<file path="src/rtl/serial_sub_pkg.sv">
// Shared types and helpers for the bit-serial subtractor.
//   state_t       : controller states (IDLE, SHIFT, DONE)
//   DEFAULT_WIDTH : default operand width
//   cnt_width()   : bit count needed to index WIDTH serial steps
package serial_sub_pkg;

  typedef enum logic [1:0] {
    IDLE  = 2'd0,
    SHIFT = 2'd1,
    DONE  = 2'd2
  } state_t;

  localparam int DEFAULT_WIDTH = 8;

  // The bit counter runs 0..w-1, so $clog2(w) bits suffice.
  // The result is clamped to at least 1 so that a zero-width vector can never be declared.
  function automatic int cnt_width(input int w);
    return (w <= 2) ? 1 : $clog2(w);
  endfunction

endpackage

</file>
<file path="src/rtl/full_sub_with_halfsub.sv">
// One-bit full subtractor built from two half subtractors.
//   a_i, b_i : operand bits (a - b)
//   brw_i    : borrow in
//   dif_o    : difference bit
//   brw_o    : borrow out
module full_sub_with_halfsub (
  input  logic a_i,
  input  logic b_i,
  input  logic brw_i,
  output logic dif_o,
  output logic brw_o
);

  logic d1, b1, b2;

  // First stage computes a - b. Second stage subtracts the incoming borrow.
  assign d1    = a_i ^ b_i;
  assign b1    = ~a_i & b_i;
  assign dif_o = d1 ^ brw_i;
  assign b2    = ~d1 & brw_i;
  assign brw_o = b1 | b2;

endmodule

</file>
<file path="src/rtl/serial_subtractor.sv">
// Bit-serial subtractor: dif = a - b - brw_in, one bit per clock, LSB first.
//   clk_i, rst_i        : clock, async active-high reset
//   start_i             : begin an operation (accepted only in IDLE)
//   a_i, b_i, brw_i     : operands, captured on the accept cycle
//   busy_o              : high in SHIFT and DONE
//   done_o              : one-cycle pulse when the result registers update
//   dif_o, brw_o, ovf_o : difference, final borrow, signed overflow
module serial_subtractor
  import serial_sub_pkg::*;
#(
  parameter int WIDTH = DEFAULT_WIDTH
) (
  input  logic             clk_i,
  input  logic             rst_i,
  input  logic             start_i,
  input  logic [WIDTH-1:0] a_i,
  input  logic [WIDTH-1:0] b_i,
  input  logic             brw_i,
  output logic             busy_o,
  output logic             done_o,
  output logic [WIDTH-1:0] dif_o,
  output logic             brw_o,
  output logic             ovf_o
);

  localparam int CW = cnt_width(WIDTH);
  // WIDTH-1 always fits in CW bits, so this compare never wraps.
  // That holds even when WIDTH is a power of two.
  localparam logic [CW-1:0] LAST = CW'(WIDTH - 1);

  state_t           state;
  logic [WIDTH-1:0] a_sh, b_sh;
  // This register holds only the WIDTH-1 earlier result bits.
  // The final bit goes straight from the cell into dif_o.
  logic [WIDTH-2:0] res_sh, res_nxt;
  logic             brw_q, a_msb, b_msb;
  logic [CW-1:0]    cnt;
  logic             d, bo;

  full_sub_with_halfsub u_cell (
    .a_i   (a_sh[0]),
    .b_i   (b_sh[0]),
    .brw_i (brw_q),
    .dif_o (d),
    .brw_o (bo)
  );

  generate
    if (WIDTH > 2) begin : g_res_wide
      assign res_nxt = {d, res_sh[WIDTH-2:1]};
    end else begin : g_res_narrow
      assign res_nxt = d;
    end
  endgenerate

  assign busy_o = (state != IDLE);
  assign done_o = (state == DONE);

  always_ff @(posedge clk_i or posedge rst_i) begin
    if (rst_i) begin
      state  <= IDLE;
      a_sh   <= '0;
      b_sh   <= '0;
      res_sh <= '0;
      brw_q  <= 1'b0;
      a_msb  <= 1'b0;
      b_msb  <= 1'b0;
      cnt    <= '0;
      dif_o  <= '0;
      brw_o  <= 1'b0;
      ovf_o  <= 1'b0;
    end else begin
      case (state)
        IDLE: begin
          if (start_i) begin
            a_sh  <= a_i;
            b_sh  <= b_i;
            brw_q <= brw_i;
            a_msb <= a_i[WIDTH-1];
            b_msb <= b_i[WIDTH-1];
            cnt   <= '0;
            state <= SHIFT;
          end
        end
        SHIFT: begin
          res_sh <= res_nxt;
          a_sh   <= a_sh >> 1;
          b_sh   <= b_sh >> 1;
          brw_q  <= bo;
          cnt    <= cnt + CW'(1);
          if (cnt == LAST) begin
            dif_o <= {d, res_sh};
            brw_o <= bo;
            // Overflow happens only when the operand signs differ.
            // It shows up as a result sign that differs from the sign of a.
            ovf_o <= (a_msb != b_msb) && (d != a_msb);
            state <= DONE;
          end
        end
        DONE:    state <= IDLE;
        default: state <= IDLE;
      endcase
    end
  end

endmodule
</file>
<file path="config.mk">
export PLATFORM = sky130hd
export DESIGN_NAME = serial_subtractor
export DESIGN_NICKNAME = d
export VERILOG_FILES = /design/src/rtl/serial_sub_pkg.sv /design/src/rtl/full_sub_with_halfsub.sv /design/src/rtl/serial_subtractor.sv
export SDC_FILE = /design/constraint.sdc
export NUM_CORES = 1
export LEC_CHECK = 0
export CORE_UTILIZATION = 46
export DETAILED_ROUTE_END_ITERATION = 7
export PLACE_DENSITY = 0.74
export SLEW_MARGIN = 10
export SYNTH_ARGS = -nofsm -noshare
export SYNTH_HDL_FRONTEND = slang
export SYNTH_SLANG_ARGS = --single-unit
</file>
<file path="constraint.sdc">
create_clock -name clk_i -period 1.4 [get_ports clk_i]
set_input_delay 0.21 -clock clk_i [delete_from_list [all_inputs] [get_ports clk_i]]
set_output_delay 0.21 -clock clk_i [all_outputs]
set_load 0.02 [all_outputs]
</file>
# [Word level (Yosys, flattened, before mapping)]
# Index checks and enable logic that the tools add are counted.
[word_totals] inputBits=20 ff_bits=41 elab_cells=45 out_inout_bits=12
[op_classes] reduce_logical=8 n_addsub=1 eq_ne=7 n_bitwise=7 mux=11
[ops] operator="8-bit case mux with 2 select lines" count=2
[ops] operator="8-bit 2-to-1 mux" count=2
[ops] operator="2-bit AND reduction" count=4
[ops] operator="3-bit case mux with 2 select lines" count=1
[ops] operator="2-bit 2-to-1 mux" count=2
[ops] operator="2-bit != test, second input constant" count=2
[ops] operator="2-bit case mux with 2 select lines" count=1
[ops] operator="2-bit nonzero test" count=2
[ops] operator="3-bit by 1-bit adder with 3-bit output, second input constant" count=1
[ops] operator="3-bit == test, second input constant" count=1
[ops] operator="3-bit 2-to-1 mux" count=1
[ops] operator="1-bit AND" count=2
[ops] operator="2-bit by 1-bit == test with 1-bit output, second input constant" count=1
[ops] operator="2-bit == test, second input constant" count=1
[ops] operator="2-bit logical NOT" count=1
[ops] operator="1-bit != test" count=2
[ops] operator="1-bit NOT" count=2
[ops] operator="1-bit case mux with 2 select lines" count=1
[ops] operator="1-bit XOR" count=2
[ops] operator="1-bit logical AND" count=1
[ops] operator="1-bit 2-to-1 mux" count=1
[ops] operator="1-bit OR" count=1

# [Logic depth before layout (Yosys ltp)]
[depth] ltp_word=5 mapped_depth=6 depth_no_buf=5

# [Modules after synthesis]
# From an unflattened synthesis, not the netlist that was laid out.
[hier_totals] hier_cells=152 area_unflattened_um2=1814.2
[modules_own_cells] mod="serial_subtractor" seq_area_each_um2=1026.0 area_per_inst_um2=1783.0 cells_each=148 instances=1
[modules_own_cells] mod="full_sub_with_halfsub" seq_area_each_um2=0.0 area_per_inst_um2=31.3 cells_each=4 instances=1

# [Worst setup path after synthesis]
# No wires, ideal clock.
[synth_timing] path_type="register to register" startpoint="reg cnt[0]" endpoint="reg dif_o[0]" arrival_ns=1.370 synth_period_minus_slack_ns=1.496 setup_ns=0.125 path_stages_with_launch=6 slack_ns=-0.096 required_ns=1.275 n_path_buf=1 path_cell_list="dfrtp_1 -> ha_1 -> ha_1 -> nand3b_1 -> buf_4 -> mux2_4"
[synth_via] elab_chain_len=2
[synth_lines] element="start: declaration" line="serial_subtractor.sv:37" rtl="logic [CW-1:0] cnt;"
[synth_lines] element="start signal: assignment" line="serial_subtractor.sv:90" rtl="cnt <= cnt + CW'(1);"
[synth_lines] element="3-bit == test" line="serial_subtractor.sv:91" rtl="if (cnt == LAST) begin"
[synth_lines] element="2-bit AND reduction (no line)"
[synth_lines] element="end signal: assignment" line="serial_subtractor.sv:92" rtl="dif_o <= {d, res_sh};"
[synth_lines] element="end: declaration" line="serial_subtractor.sv:21" rtl="output logic [WIDTH-1:0] dif_o,"
# Every way passes these cells.
# A chain may end at the register's enable or synchronous reset.

# [Worst setup path in the final report]
[layout_timing] startpoint="reg cnt[1]" endpoint="reg dif_o[2]"
# Same word-level chain as after synthesis.

==> reports/metrics.cfg <==
[outcome]
status = finished, violations left
violations = setup timing

[worst_setup_path]
worstSetupStartpoint = cnt[1]
cp-start-kind = flip-flop
arrival_ns = 1.65
crit_required_ns = 1.58
rr_startpoint = cnt[1]
r2r_cells = 5
r2r_setup_slack_ns = -0.08
crit_type = reg2reg
crit_path_end_kind = flip-flop
r2r-end = dif_o[2]
crit_fanout = 7

[cts]
htreeDepth = 2
path_clk_slew_ns = 0.09
cts.path.max_buffers = 2
clock_latency_ns = 0.30
numClockSinks = 41
root_buffer = clkbuf_8
numCtsBuffers = 5
cts_tree = yes
cts_hold_buf = 0

[sta]
fmax_mhz = 678
relSlewSlack_pct = 81.9
finClkSkew_ns = 0.0141
hold_viol = 0
finalSetupViolCount = 9
drv_slew = 0
min_period_ns = 1.48
fin_crit_sh_pct = 105
timing.final.ws_setup_ns = -0.0759
rsz0062_at_grt = yes
worst_slew_pin_slew_ns = 0.270

[grt]
grt_antenna_before_repair = 0
grt_pass1_wl_um = 6450
grt_pass1_vias = 1367
grt.overflow.total = 0
grt_max_degree = 42
track_usage_pct = 20.7

[drt]
drcViolationCount = 0
totalWireLength_um = 3860
wl_per_cell_um = 15.2
routed-via-count = 1318
drt_iter0_markers = 66
detail-route-antenna-nets = 0
vias_per_cell = 5.21
firstDrtPassIters = 4

[placement]
placed_cell_area_um2 = 2280
place_ws_ns = -0.136
place_congestion = 0.760
port-buffer-count = 31
dp_hpwl_um = 2550

[floorplan]
io_pins = 32
start_util_pct = 48.5
rows = 22
dieArea_um2 = 4170
die_width_um = 64.6
core_um2 = 3720
fp.dieH_um = 64.6

[logic_synthesis]
yosysSeqAreaShare_pct = 56.9
synth-seq-cells = 41
synth_area_per_cell_um2 = 11.8
post_synth_num_cell_types = 24
mappedNetlistNets = 176
yosysWarnings = 0
syn_area_um2 = 1800
postSynthCellCount = 153

[power]
power.density_nw_per_um2 = 2200
swShare_pct = 33.6
power.switching_mw = 1.84
power_frac_comb_pct = 45.0
ir_worst_vdd_mv = 1.13
p_clk_share_pct = 17.3
p_leak_nw = 1.19
sequentialPowerShare_pct = 37.7
internal_power_mw = 3.64

[layout]
syn2layout_area_growth_pct = 38.5
final_util_pct = 67.2
nNetsFinal = 227
fin_area_um2 = 2500
nFillCells = 280
insertedDiodeCount = 0
multi_input_comb_area_um2 = 781
regArea_um2 = 1030
layout-drive-gt1-share_pct = 31.7

[job]
max_cap_violations = 0

[worst_hold_path]
min_path_type = in2async

==> worst max path at each step <==
stage	endpoint	slack, ns	cells after the start
after global placement	a_msb	-0.08	4
after global routing	dif_o[2]	-0.13	5
after floorplan	dif_o[0]	-0.03	5
after detailed placement	b_msb	-0.14	4
final	dif_o[2]	-0.08	5
after CTS	dif_o[2]	-0.1	6
==> sequential cells by signal, indices dropped and copies added (netlist names) <==
| register | flops |
|---|---|
| res_sh | 7 |
| state | 2 |
| b_sh | 8 |
| dif_o | 8 |
| ovf_o | 1 |
| brw_o | 1 |
| b_msb | 1 |
| a_msb | 1 |
| brw_q | 1 |
| a_sh | 8 |
| cnt | 3 |
==> stage by stage <==
| stage | hold slack (ns) | total power [mW] | cells | setup TNS (ns) |
|---|---|---|---|---|
| floorplan | 0.343 | 3.41 | 153 | -0.146 |
| global placement | 0.462 | 4.19 | 237 | -0.301 |
| detailed placement | 0.472 | 4.33 | 237 | -0.770 |
| CTS | 0.277 | 5.34 | 251 | -0.710 |
| global route | 0.301 | 5.87 | 253 | -0.980 |
| finish | 0.271 | 5.48 | 253 | -0.467 |
==> placed cells by master (no fill, tap or decap), drive strengths merged <==
master,count
nor3b,1
nand3b,1
dlygate4sd2,10
dfrtp,41
clkdlybuf4s50,19
nor2,1
ha,2
and3b,10
clkbuf,6
bufinv,1
o21bai,1
o21ai,17
a21oi,13
or2,1
clkinv,1
buf,24
nand2,17
nor2b,5
fa,1
mux2,18
clkinvlp,1
nand2b,2
a22o,4
inv,4
a22oi,4
==> critical path, cell delays in order (launching register included) <==
cell and delay (ns):
dfrtp_1 0.39, ha_2 0.20, ha_4 0.16, nand3b_1 0.13, buf_6 0.17, mux2_4 0.31
==> cells by family (layout without fill, tap and decap cells) <==
| family | count (synthesis) | in the layout | share of synthesized area [%] |
|---|---|---|---|
| AND/OR/NAND/NOR | 38 | 38 | 12.4 |
| adder cells (fa/ha/maj) | 3 | 3 | 2.50 |
| flip-flops | 41 | 41 | 56.9 |
| AO/OA/AOI/OAI | 39 | 39 | 12.4 |
| multiplexers | 18 | 18 | 12.3 |
| buffers and inverters | 14 | 66 | 3.54 |
==> final cells by class <==
cell class / instances / share of cell area (%)
clock inverter: 3 / 1.85
clock buffer: 5 / 2.76
inverter: 4 / 0.602
tap: 48 / 2.41
multi-input combinational: 98 / 31.3
timing repair buffer: 54 / 20.0
sequential: 41 / 41.1
==> synth_stat cells (all sizes together) <==
master	instances	share of area, %
a22o	4	1.9
fa	1	1.1
and3b	10	4.9
inv	4	0.83
a22oi	4	1.7
a21oi	13	3.6
nand2	17	3.5
nand2b	2	0.69
nor2	1	0.21
buf	7	2.1
or2	1	0.35
nor2b	5	1.9
nor3b	1	0.42
clkbuf	3	0.62
ha	2	1.4
mux2	18	12
o21ai	17	4.7
nand3b	1	0.42
dfrtp	41	57
o21bai	1	0.42
==> repair_timing <==
| item | 4_1_cts | 5_1_grt |
|---|---|---|
| pin swaps | 3 | 5 |
| cloned | 1 | 0 |
| buffers inserted | 5 | 4 |
| resized for setup | 25 | 16 |
| setup endpoints to repair | 24 | 16 |
==> power groups by stage <==
stage | Sequential [mW] | Clock [mW] | Combinational (mW)
floorplan | 2.16 | 0 | 1.26
global placement | 2.02 | 0 | 2.17
detailed placement | 2.07 | 0 | 2.26
CTS | 2.05 | 0.980 | 2.32
global route | 2.14 | 1.03 | 2.70
finish | 2.07 | 0.950 | 2.47
==> routing by layer <==
metal / up-vias / track usage (%) / routed length, µm / part of all wire (%)
li1: 640 / - / - / -
met5: - / 0 / 0 / 0
met1: 657 / 27.0 / 1680 / 44
met4: 0 / 7.50 / 30 / 0.78
met2: 19 / 32.5 / 2020 / 52
met3: 2 / 6.34 / 123 / 3.2
(Power assumes the default switching activity.)
